==> src/rtl/mul_unit.sv <==
// rtl/mul_unit.sv - multi-cycle shift-add multiplier feeding the 16-bit result register
module mul_unit #(
  parameter int WIDTH = 16
) (
  input  logic             clk,
  input  logic             rst,
  input  logic             start,
  input  logic             sgn,
  input  logic [WIDTH-1:0] a,
  input  logic [WIDTH-1:0] b,
  output logic [WIDTH-1:0] dout,
  output logic [WIDTH-1:0] dout_hi,
  output logic             wr_en,
  output logic             busy
);

  localparam int CW = (WIDTH > 1) ? $clog2(WIDTH) : 1;

  typedef enum logic [1:0] {IDLE, CALC, FIX, DONE} state_t;

  state_t             state_q, state_d;
  logic [2*WIDTH-1:0] acc_q, acc_d;
  logic [2*WIDTH-1:0] mcand_q, mcand_d;
  logic [WIDTH-1:0]   mplier_q, mplier_d;
  logic [CW-1:0]      cnt_q, cnt_d;
  logic               neg_q, neg_d;
  logic [WIDTH-1:0]   dout_q, dout_d;
  logic [WIDTH-1:0]   dout_hi_q, dout_hi_d;
  logic               wr_en_q, wr_en_d;
  logic               busy_q, busy_d;

  // Signed operands are reduced to magnitudes; 0x8000 maps onto itself as unsigned.
  logic [WIDTH-1:0]   mag_a, mag_b;
  logic [2*WIDTH-1:0] result;

  assign mag_a  = (sgn && a[WIDTH-1]) ? -a : a;
  assign mag_b  = (sgn && b[WIDTH-1]) ? -b : b;
  assign result = neg_q ? -acc_q : acc_q;

  always_ff @(posedge clk) begin
    if (rst) begin
      state_q   <= IDLE;
      acc_q     <= '0;
      mcand_q   <= '0;
      mplier_q  <= '0;
      cnt_q     <= '0;
      neg_q     <= 1'b0;
      dout_q    <= '0;
      dout_hi_q <= '0;
      wr_en_q   <= 1'b0;
      busy_q    <= 1'b0;
    end else begin
      state_q   <= state_d;
      acc_q     <= acc_d;
      mcand_q   <= mcand_d;
      mplier_q  <= mplier_d;
      cnt_q     <= cnt_d;
      neg_q     <= neg_d;
      dout_q    <= dout_d;
      dout_hi_q <= dout_hi_d;
      wr_en_q   <= wr_en_d;
      busy_q    <= busy_d;
    end
  end

  always_comb begin
    state_d = state_q;
    case (state_q)
      IDLE:    if (start) state_d = CALC;
      CALC:    if (cnt_q == CW'(WIDTH - 1)) state_d = FIX;
      FIX:     state_d = DONE;
      DONE:    state_d = IDLE;
      default: state_d = IDLE;
    endcase
  end

  always_comb begin
    acc_d     = acc_q;
    mcand_d   = mcand_q;
    mplier_d  = mplier_q;
    cnt_d     = cnt_q;
    neg_d     = neg_q;
    dout_d    = dout_q;
    dout_hi_d = dout_hi_q;
    wr_en_d   = 1'b0;
    busy_d    = (state_d != IDLE);
    case (state_q)
      IDLE: begin
        if (start) begin
          acc_d    = '0;
          mcand_d  = {{WIDTH{1'b0}}, mag_a};
          mplier_d = mag_b;
          cnt_d    = '0;
          neg_d    = sgn & (a[WIDTH-1] ^ b[WIDTH-1]);
        end
      end
      CALC: begin
        if (mplier_q[0]) acc_d = acc_q + mcand_q;
        mcand_d  = mcand_q << 1;
        mplier_d = mplier_q >> 1;
        cnt_d    = cnt_q + CW'(1);
      end
      FIX: begin
        dout_d    = result[WIDTH-1:0];
        dout_hi_d = result[2*WIDTH-1:WIDTH];
        wr_en_d   = 1'b1;
      end
      default: ;
    endcase
  end

  assign dout    = dout_q;
  assign dout_hi = dout_hi_q;
  assign wr_en   = wr_en_q;
  assign busy    = busy_q;

endmodule
==> config.mk <==
export PLATFORM = sky130hd
export DESIGN_NAME = mul_unit
export DESIGN_NICKNAME = d
export VERILOG_FILES = /design/src/rtl/mul_unit.sv
export SDC_FILE = /design/constraint.sdc
export NUM_CORES = 1
export LEC_CHECK = 0
export CAP_MARGIN = 20
export CORE_AREA = 2 2 93 163
export CTS_BUF_LIST = sky130_fd_sc_hd__clkbuf_8 sky130_fd_sc_hd__clkbuf_16
export DETAILED_ROUTE_END_ITERATION = 10
export DIE_AREA = 0 0 95 165
export PLACE_DENSITY = 0.7
export SLEW_MARGIN = 20
export SYNTH_ARGS = -nofsm -noshare
export SYNTH_HDL_FRONTEND = slang
export SYNTH_SLANG_ARGS = --single-unit
export TNS_END_PERCENT = 5
==> constraint.sdc <==
create_clock -name clk -period 5.5 [get_ports clk]
set_input_delay 1.65 -clock clk [delete_from_list [all_inputs] [get_ports clk]]
set_output_delay 1.65 -clock clk [all_outputs]
set_load 0.005 [all_outputs]
Word level (Yosys, flattened, before mapping)
Cells that the tools add are included.

word-level totals
  register bits after elaboration = 121
  bits in latches = 0
  bits in writable memories = 0
  ROM bits = 0
  input port bits = 36
  output and inout bits = 34
  word-level logic and storage cells = 47
  memories = 0

operators by class
  $add $sub $neg = 5
  multipliers = 0
  div/mod/pow operators = 0
  $lt $le $gt $ge = 0
  equality and inequality tests = 6
  shift operators = 0
  multiplexer cells = 16
  bitwise gates (word level) = 2
  reduce and logical (&&, ||, !) cells = 8

operators with widths
  operator             count
  $mux 32              4
  $pmux 32 s2          2
  $mux 16              3
  $add 32x32->32       1
  $neg 16->16          2
  $neg 32->32          1
  $pmux 16 s2          1
  $pmux 2 s4           1
  $pmux 4 s2           1
  $add 4x1->4 const B  1
  $eq 2x2->1 const B   2
  $eq 4x4->1 const B   1
  $mux 2               2
  $mux 4               1
  $ne 2x2->1 const B   2
  $reduce_and 2->1     2
  $reduce_bool 2->1    2
  $reduce_and 3->1     1
  $eq 2x1->1 const B   1
  $logic_and 1x1->1    2
  $logic_not 2->1      1
  $and 1x1->1          1
  $mux 1               1
  $xor 1x1->1          1

Longest topological paths before layout
  word-level depth = 4
  gate-level depth with buffers = 12
  gate-level depth less buffers = 12

Worst setup path after synthesis
Ideal clock, no wire load.

  path type = input to register
  from = input port a[1]
  to = register mcand_q[14]
  library setup time = 0.128 ns
  data arrival time = 3.069 ns
  data required time = 5.372 ns
  slack = 2.304 ns
  stages = 9
  buffers on the path = 0
  cells stage by stage = inv_1 > ha_1 > nand2b_1 > nor4_1 > and4b_1 > a21oi_1 > xor2_1 > a222oi_1 > nor2_1

between the ends
  word-level cells in the longest chain between the ends = 4

ends and longest elaborated chain
  what                    RTL line  RTL
  start: declaration      9         input logic [WIDTH-1:0] a,
  $neg 16->16             36        assign mag_a = (sgn && a[WIDTH-1]) ? -a : a;
  $mux 16                 36
  $mux 32                 89        if (start) begin
  $pmux 32 s2             87        case (state_q)
  end signal: assignment  55        mcand_q <= mcand_d;
  end: declaration        23        logic [2*WIDTH-1:0] mcand_q, mcand_d;

No other way between the ends. The select of a mux whose other input is x is not followed.
A chain may end at the register's enable or synchronous reset.

Worst setup path in the final report
  from = input port a[0]
  to = register mcand_q[14]

The elaborated chain is that of the path after synthesis.

==> metrics.txt <==
# TYPE chip_impl_metric gauge
chip_impl_metric{name="num_vias",unit=""} 6475
chip_impl_metric{name="final.hold.worst_slack",unit="ns"} 0.4453
chip_impl_metric{name="path_clk_slew",unit="ns"} 0.05
chip_impl_info{name="netlist.top_cell.by_area",value="sky130_fd_sc_hd__dfxtp_1"} 1
chip_impl_metric{name="die-area",unit="mm^2"} 0.01568
chip_impl_metric{name="postSynthRegisterBits",unit=""} 121
chip_impl_metric{name="synth-async-reset-ratio",unit="%"} 0
chip_impl_metric{name="place.gp.congestion",unit=""} 0.8858
chip_impl_info{name="cts.root.buffer_cell",value="sky130_fd_sc_hd__clkbuf_16"} 1
chip_impl_info{name="count_leader_synth",value="sky130_fd_sc_hd__nor2_1"} 1
chip_impl_metric{name="global_route.usage.total",unit="%"} 22.27
chip_impl_metric{name="yosysWarningCount",unit=""} 0
chip_impl_metric{name="slew_violations",unit=""} 0
chip_impl_metric{name="vias_per_cell",unit=""} 5.797
chip_impl_metric{name="place_hpwl",unit="mm"} 12.28
chip_impl_info{name="timing.hold.worst.class",value="reg2reg"} 1
chip_impl_metric{name="post_cts_buffers",unit=""} 0
chip_impl_metric{name="skew",unit="ns"} 0.009423
chip_impl_info{name="critical_path.endpoint_type",value="register"} 1
chip_impl_metric{name="grt_first_pass_wirelength",unit="mm"} 27.96
chip_impl_metric{name="placementRows",unit=""} 58
chip_impl_metric{name="final_antenna_net_count",unit=""} 0
chip_impl_metric{name="finalSetupTns",unit="ns"} 0
chip_impl_info{name="outcome",value="finished, final reports clean"} 1
chip_impl_metric{name="syn_nets",unit=""} 948
chip_impl_metric{name="critical_path_required",unit="ns"} 5.77
chip_impl_metric{name="drt_drc_violations_left",unit=""} 0
chip_impl_info{name="synth_top_flop_cell",value="sky130_fd_sc_hd__dfxtp_1"} 1
chip_impl_metric{name="ys_types",unit=""} 61
chip_impl_info{name="yosys-top-cells-area",value="sky130_fd_sc_hd__dfxtp_1, sky130_fd_sc_hd__nor2_1, sky130_fd_sc_hd__xor2_1"} 1
chip_impl_info{name="worst_path_max_delay_cell",value="sky130_fd_sc_hd__nor4_1"} 1
chip_impl_metric{name="first_global_vias",unit=""} 6146
chip_impl_metric{name="regToRegSetupSlack",unit="ns"} 2.35
chip_impl_metric{name="post-route-period-util",unit="%"} 63.72
chip_impl_metric{name="total_power",unit="mW"} 2.222
chip_impl_metric{name="route.final.wire_length",unit="mm"} 16.67
chip_impl_metric{name="worst-endpoint-arrival",unit="ns"} 3.78
chip_impl_metric{name="antenna_cells",unit=""} 0
chip_impl_metric{name="chipHeight",unit="um"} 165
chip_impl_metric{name="worst_skew_pair.late_latency",unit="ns"} 0.42
chip_impl_metric{name="cts_resized",unit=""} 0
chip_impl_info{name="worstSetupPathType",value="in2reg"} 1
chip_impl_metric{name="highest_clock_rate",unit="MHz"} 285.3
chip_impl_metric{name="dpl.cell_count",unit=""} 1085
chip_impl_info{name="top_usage_layer",value="met2"} 1
chip_impl_metric{name="groute.layer.met3.usage",unit="%"} 4.334
chip_impl_metric{name="finalHoldViolCount",unit=""} 0
chip_impl_info{name="tritoncts",value="built"} 1
chip_impl_metric{name="worst_path_largest_cell_delay",unit="ns"} 0.46
chip_impl_metric{name="cap_viol_max_count",unit=""} 0
chip_impl_metric{name="power_leakage",unit="nW"} 3.399
chip_impl_info{name="synth_top_cells_by_count",value="sky130_fd_sc_hd__nor2_1, sky130_fd_sc_hd__dfxtp_1, sky130_fd_sc_hd__nand2_1, sky130_fd_sc_hd__a21oi_1, sky130_fd_sc_hd__xor2_1"} 1
chip_impl_metric{name="nets",unit=""} 996
chip_impl_metric{name="pin_count",unit=""} 70
chip_impl_metric{name="dr.pass1.iters",unit=""} 6
chip_impl_metric{name="slew_of_the_pin_with_the_lowest_slew_margin",unit="ns"} 0.9646
chip_impl_metric{name="mapped_cells",unit=""} 876
chip_impl_metric{name="setup_viol",unit=""} 0
chip_impl_metric{name="drive_above_1_share",unit="%"} 5.977
chip_impl_metric{name="io_port_bufs",unit=""} 69
chip_impl_metric{name="slew_headroom",unit="%"} 35.56
chip_impl_metric{name="maximum_number_of_pins_on_one_net_before_global_route_repair",unit=""} 81
chip_impl_metric{name="clock_sinks",unit=""} 121
chip_impl_metric{name="synth-edff-count",unit=""} 0
chip_impl_info{name="cp-start-kind",value="input pin"} 1
chip_impl_metric{name="vdd_ir_drop_max",unit="mV"} 0.1877
chip_impl_metric{name="grtUsageMet1",unit="%"} 24.80
chip_impl_metric{name="initial_utilization",unit="%"} 49.42
chip_impl_info{name="ordered_list_of_cells_on_the_worst_path",value="clkdlybuf4s50_1 > inv_1 > ha_1 > nand2b_1 > nor4_1 > and4b_1 > a21oi_1 > xor2_1 > a222oi_1 > nor2_1"} 1
chip_impl_metric{name="wl_per_cell",unit="um"} 14.92
chip_impl_metric{name="flow.area_growth_from_synthesis",unit="%"} 19.53
chip_impl_metric{name="period_minus_slack",unit="ns"} 3.505
chip_impl_metric{name="cts-root-to-sink-buffers",unit=""} 2
chip_impl_metric{name="synth.cell_area",unit="mm^2"} 0.007066
chip_impl_metric{name="grt_use_met2",unit="%"} 40.26
chip_impl_metric{name="die_width",unit="um"} 95
chip_impl_metric{name="buf_inv_stages_crit_path",unit=""} 2
chip_impl_metric{name="placeableCoreArea",unit="mm^2"} 0.01430
chip_impl_metric{name="number_of_drc_violations_after_detailed_routing_iteration_0",unit=""} 360
chip_impl_metric{name="pwr_per_cell_area",unit="mW/mm^2"} 263.1
chip_impl_metric{name="ctsHtreeMaxLevel",unit=""} 4
chip_impl_metric{name="synth_largest_type_area_fraction",unit="%"} 34.28
chip_impl_metric{name="tritoncts.num_buffers",unit=""} 17
chip_impl_metric{name="fillers",unit=""} 1302
chip_impl_metric{name="synth_sequential_area_ratio",unit="%"} 34.28
chip_impl_metric{name="synth.avg_cell_area",unit="um^2"} 8.066
chip_impl_metric{name="timing.critical_path.fanout_max",unit=""} 4
chip_impl_info{name="grt_setup_unrepaired",value="no"} 1
chip_impl_metric{name="antenna_found_initial",unit=""} 0
chip_impl_info{name="cp_top_family",value="simple AND/OR/NAND/NOR gates"} 1
chip_impl_metric{name="post_cts_hold_buffer_count",unit=""} 0
chip_impl_metric{name="globalRouteOverflowTotal",unit=""} 0
chip_impl_metric{name="final_cells",unit=""} 1117
-- worst reg2reg max path: cells and delay by family, from the launching register on --
| family | cells | cell delay [ns] |
|---|---|---|
| flip-flops | 1 | 0.41 |
| XOR/XNOR | 1 | 0.15 |
| adder cells (fa/ha/maj) | 2 | 0.62 |
| AND/OR/NAND/NOR | 2 | 0.41 |
| AO/OA/AOI/OAI | 6 | 1.41 |
| buffers and inverters | 1 | 0.07 |
-- registers in the layout, indices dropped and copies added, names as in the netlist --
| signal | cells |
|---|---|
| dout | 16 |
| mcand_q | 32 |
| neg_q | 1 |
| acc_q | 32 |
| state_q | 2 |
| mplier_q | 16 |
| wr_en | 1 |
| busy | 1 |
| cnt_q | 4 |
| dout_hi | 16 |
-- path summary, 6_finish.rpt --
| check | cells after the start | start | endpoint |
|---|---|---|---|
| min reg2reg | 2 | dout[11]$_SDFFE_PP0P_ | dout[11]$_SDFFE_PP0P_ |
| max reg2reg | 12 | acc_q[0]$_SDFFE_PP0P_ | acc_q[26]$_SDFFE_PP0P_ |
| max | 10 | a[0] | mcand_q[14]$_SDFFE_PP0P_ |
| min | 2 | dout[11]$_SDFFE_PP0P_ | dout[11]$_SDFFE_PP0P_ |
-- cell type report --
class / instances / area, um^2 / area share [%]
flip-flops and latches: 121 / 2422 / 28.68
well taps: 180 / 225.2 / 2.667
clock inverters: 14 / 147.6 / 1.748
inverters: 19 / 71.32 / 0.8444
repair buffers: 74 / 725.7 / 8.593
multi-input cells: 691 / 4414 / 52.27
clock buffers: 18 / 439.2 / 5.200
-- routing by layer --
| layer | share of wire, % | routed length (um) | up-vias |
|---|---|---|---|
| met5 | 0 | 0 | - |
| met4 | 2.9 | 481 | 0 |
| met3 | 3.3 | 548 | 29 |
| met2 | 51 | 8579 | 141 |
| met1 | 42 | 7056 | 2998 |
| li1 | - | - | 3307 |
-- placed cells by master, fill, tap and decap left out, types with 17 or more instances in the layout --
cell type and n:
sky130_fd_sc_hd__a211oi_1 18, sky130_fd_sc_hd__a21oi_1 63, sky130_fd_sc_hd__a222oi_1 28, sky130_fd_sc_hd__a22oi_1 33
sky130_fd_sc_hd__clkbuf_16 17, sky130_fd_sc_hd__clkdlybuf4s50_1 68, sky130_fd_sc_hd__dfxtp_1 121, sky130_fd_sc_hd__ha_1 35
sky130_fd_sc_hd__inv_1 20, sky130_fd_sc_hd__nand2_1 72, sky130_fd_sc_hd__nor2_1 141, sky130_fd_sc_hd__o21ai_0 50
sky130_fd_sc_hd__xnor2_1 25, sky130_fd_sc_hd__xor2_1 51
-- where the power goes --
group | switching, mW | leakage [nW] | total, mW | internal [mW]
sequential | 0.0180 | 0.980 | 0.915 | 0.897
combinational | 0.118 | 2.14 | 0.205 | 0.0864
clock | 0.423 | 0.281 | 1.10 | 0.680
-- stage by stage --
step           utilization, %  area (um^2)  setup WS [ns]
3_3_place_gp            54.96         7858          1.577
4_1_cts                 59.07         8444          1.980
5_1_grt                 59.08         8446          1.719
2_1_floorplan               -         7066          2.304
3_5_place_dp            54.96         7858          1.545
6_report                59.08         8446          1.995
-- cell families after synthesis --
kind of cell | count (synthesis) | synth area share (%)
compound gates | 264 | 25.70
mux | 3 | 0.4427
xor+xnor | 76 | 9.421
buf+inv | 64 | 3.400
flops | 121 | 34.28
simple gates | 312 | 20.28
fa+ha+maj | 36 | 6.481
No activity file was read; power rests on OpenSTA's default activity.
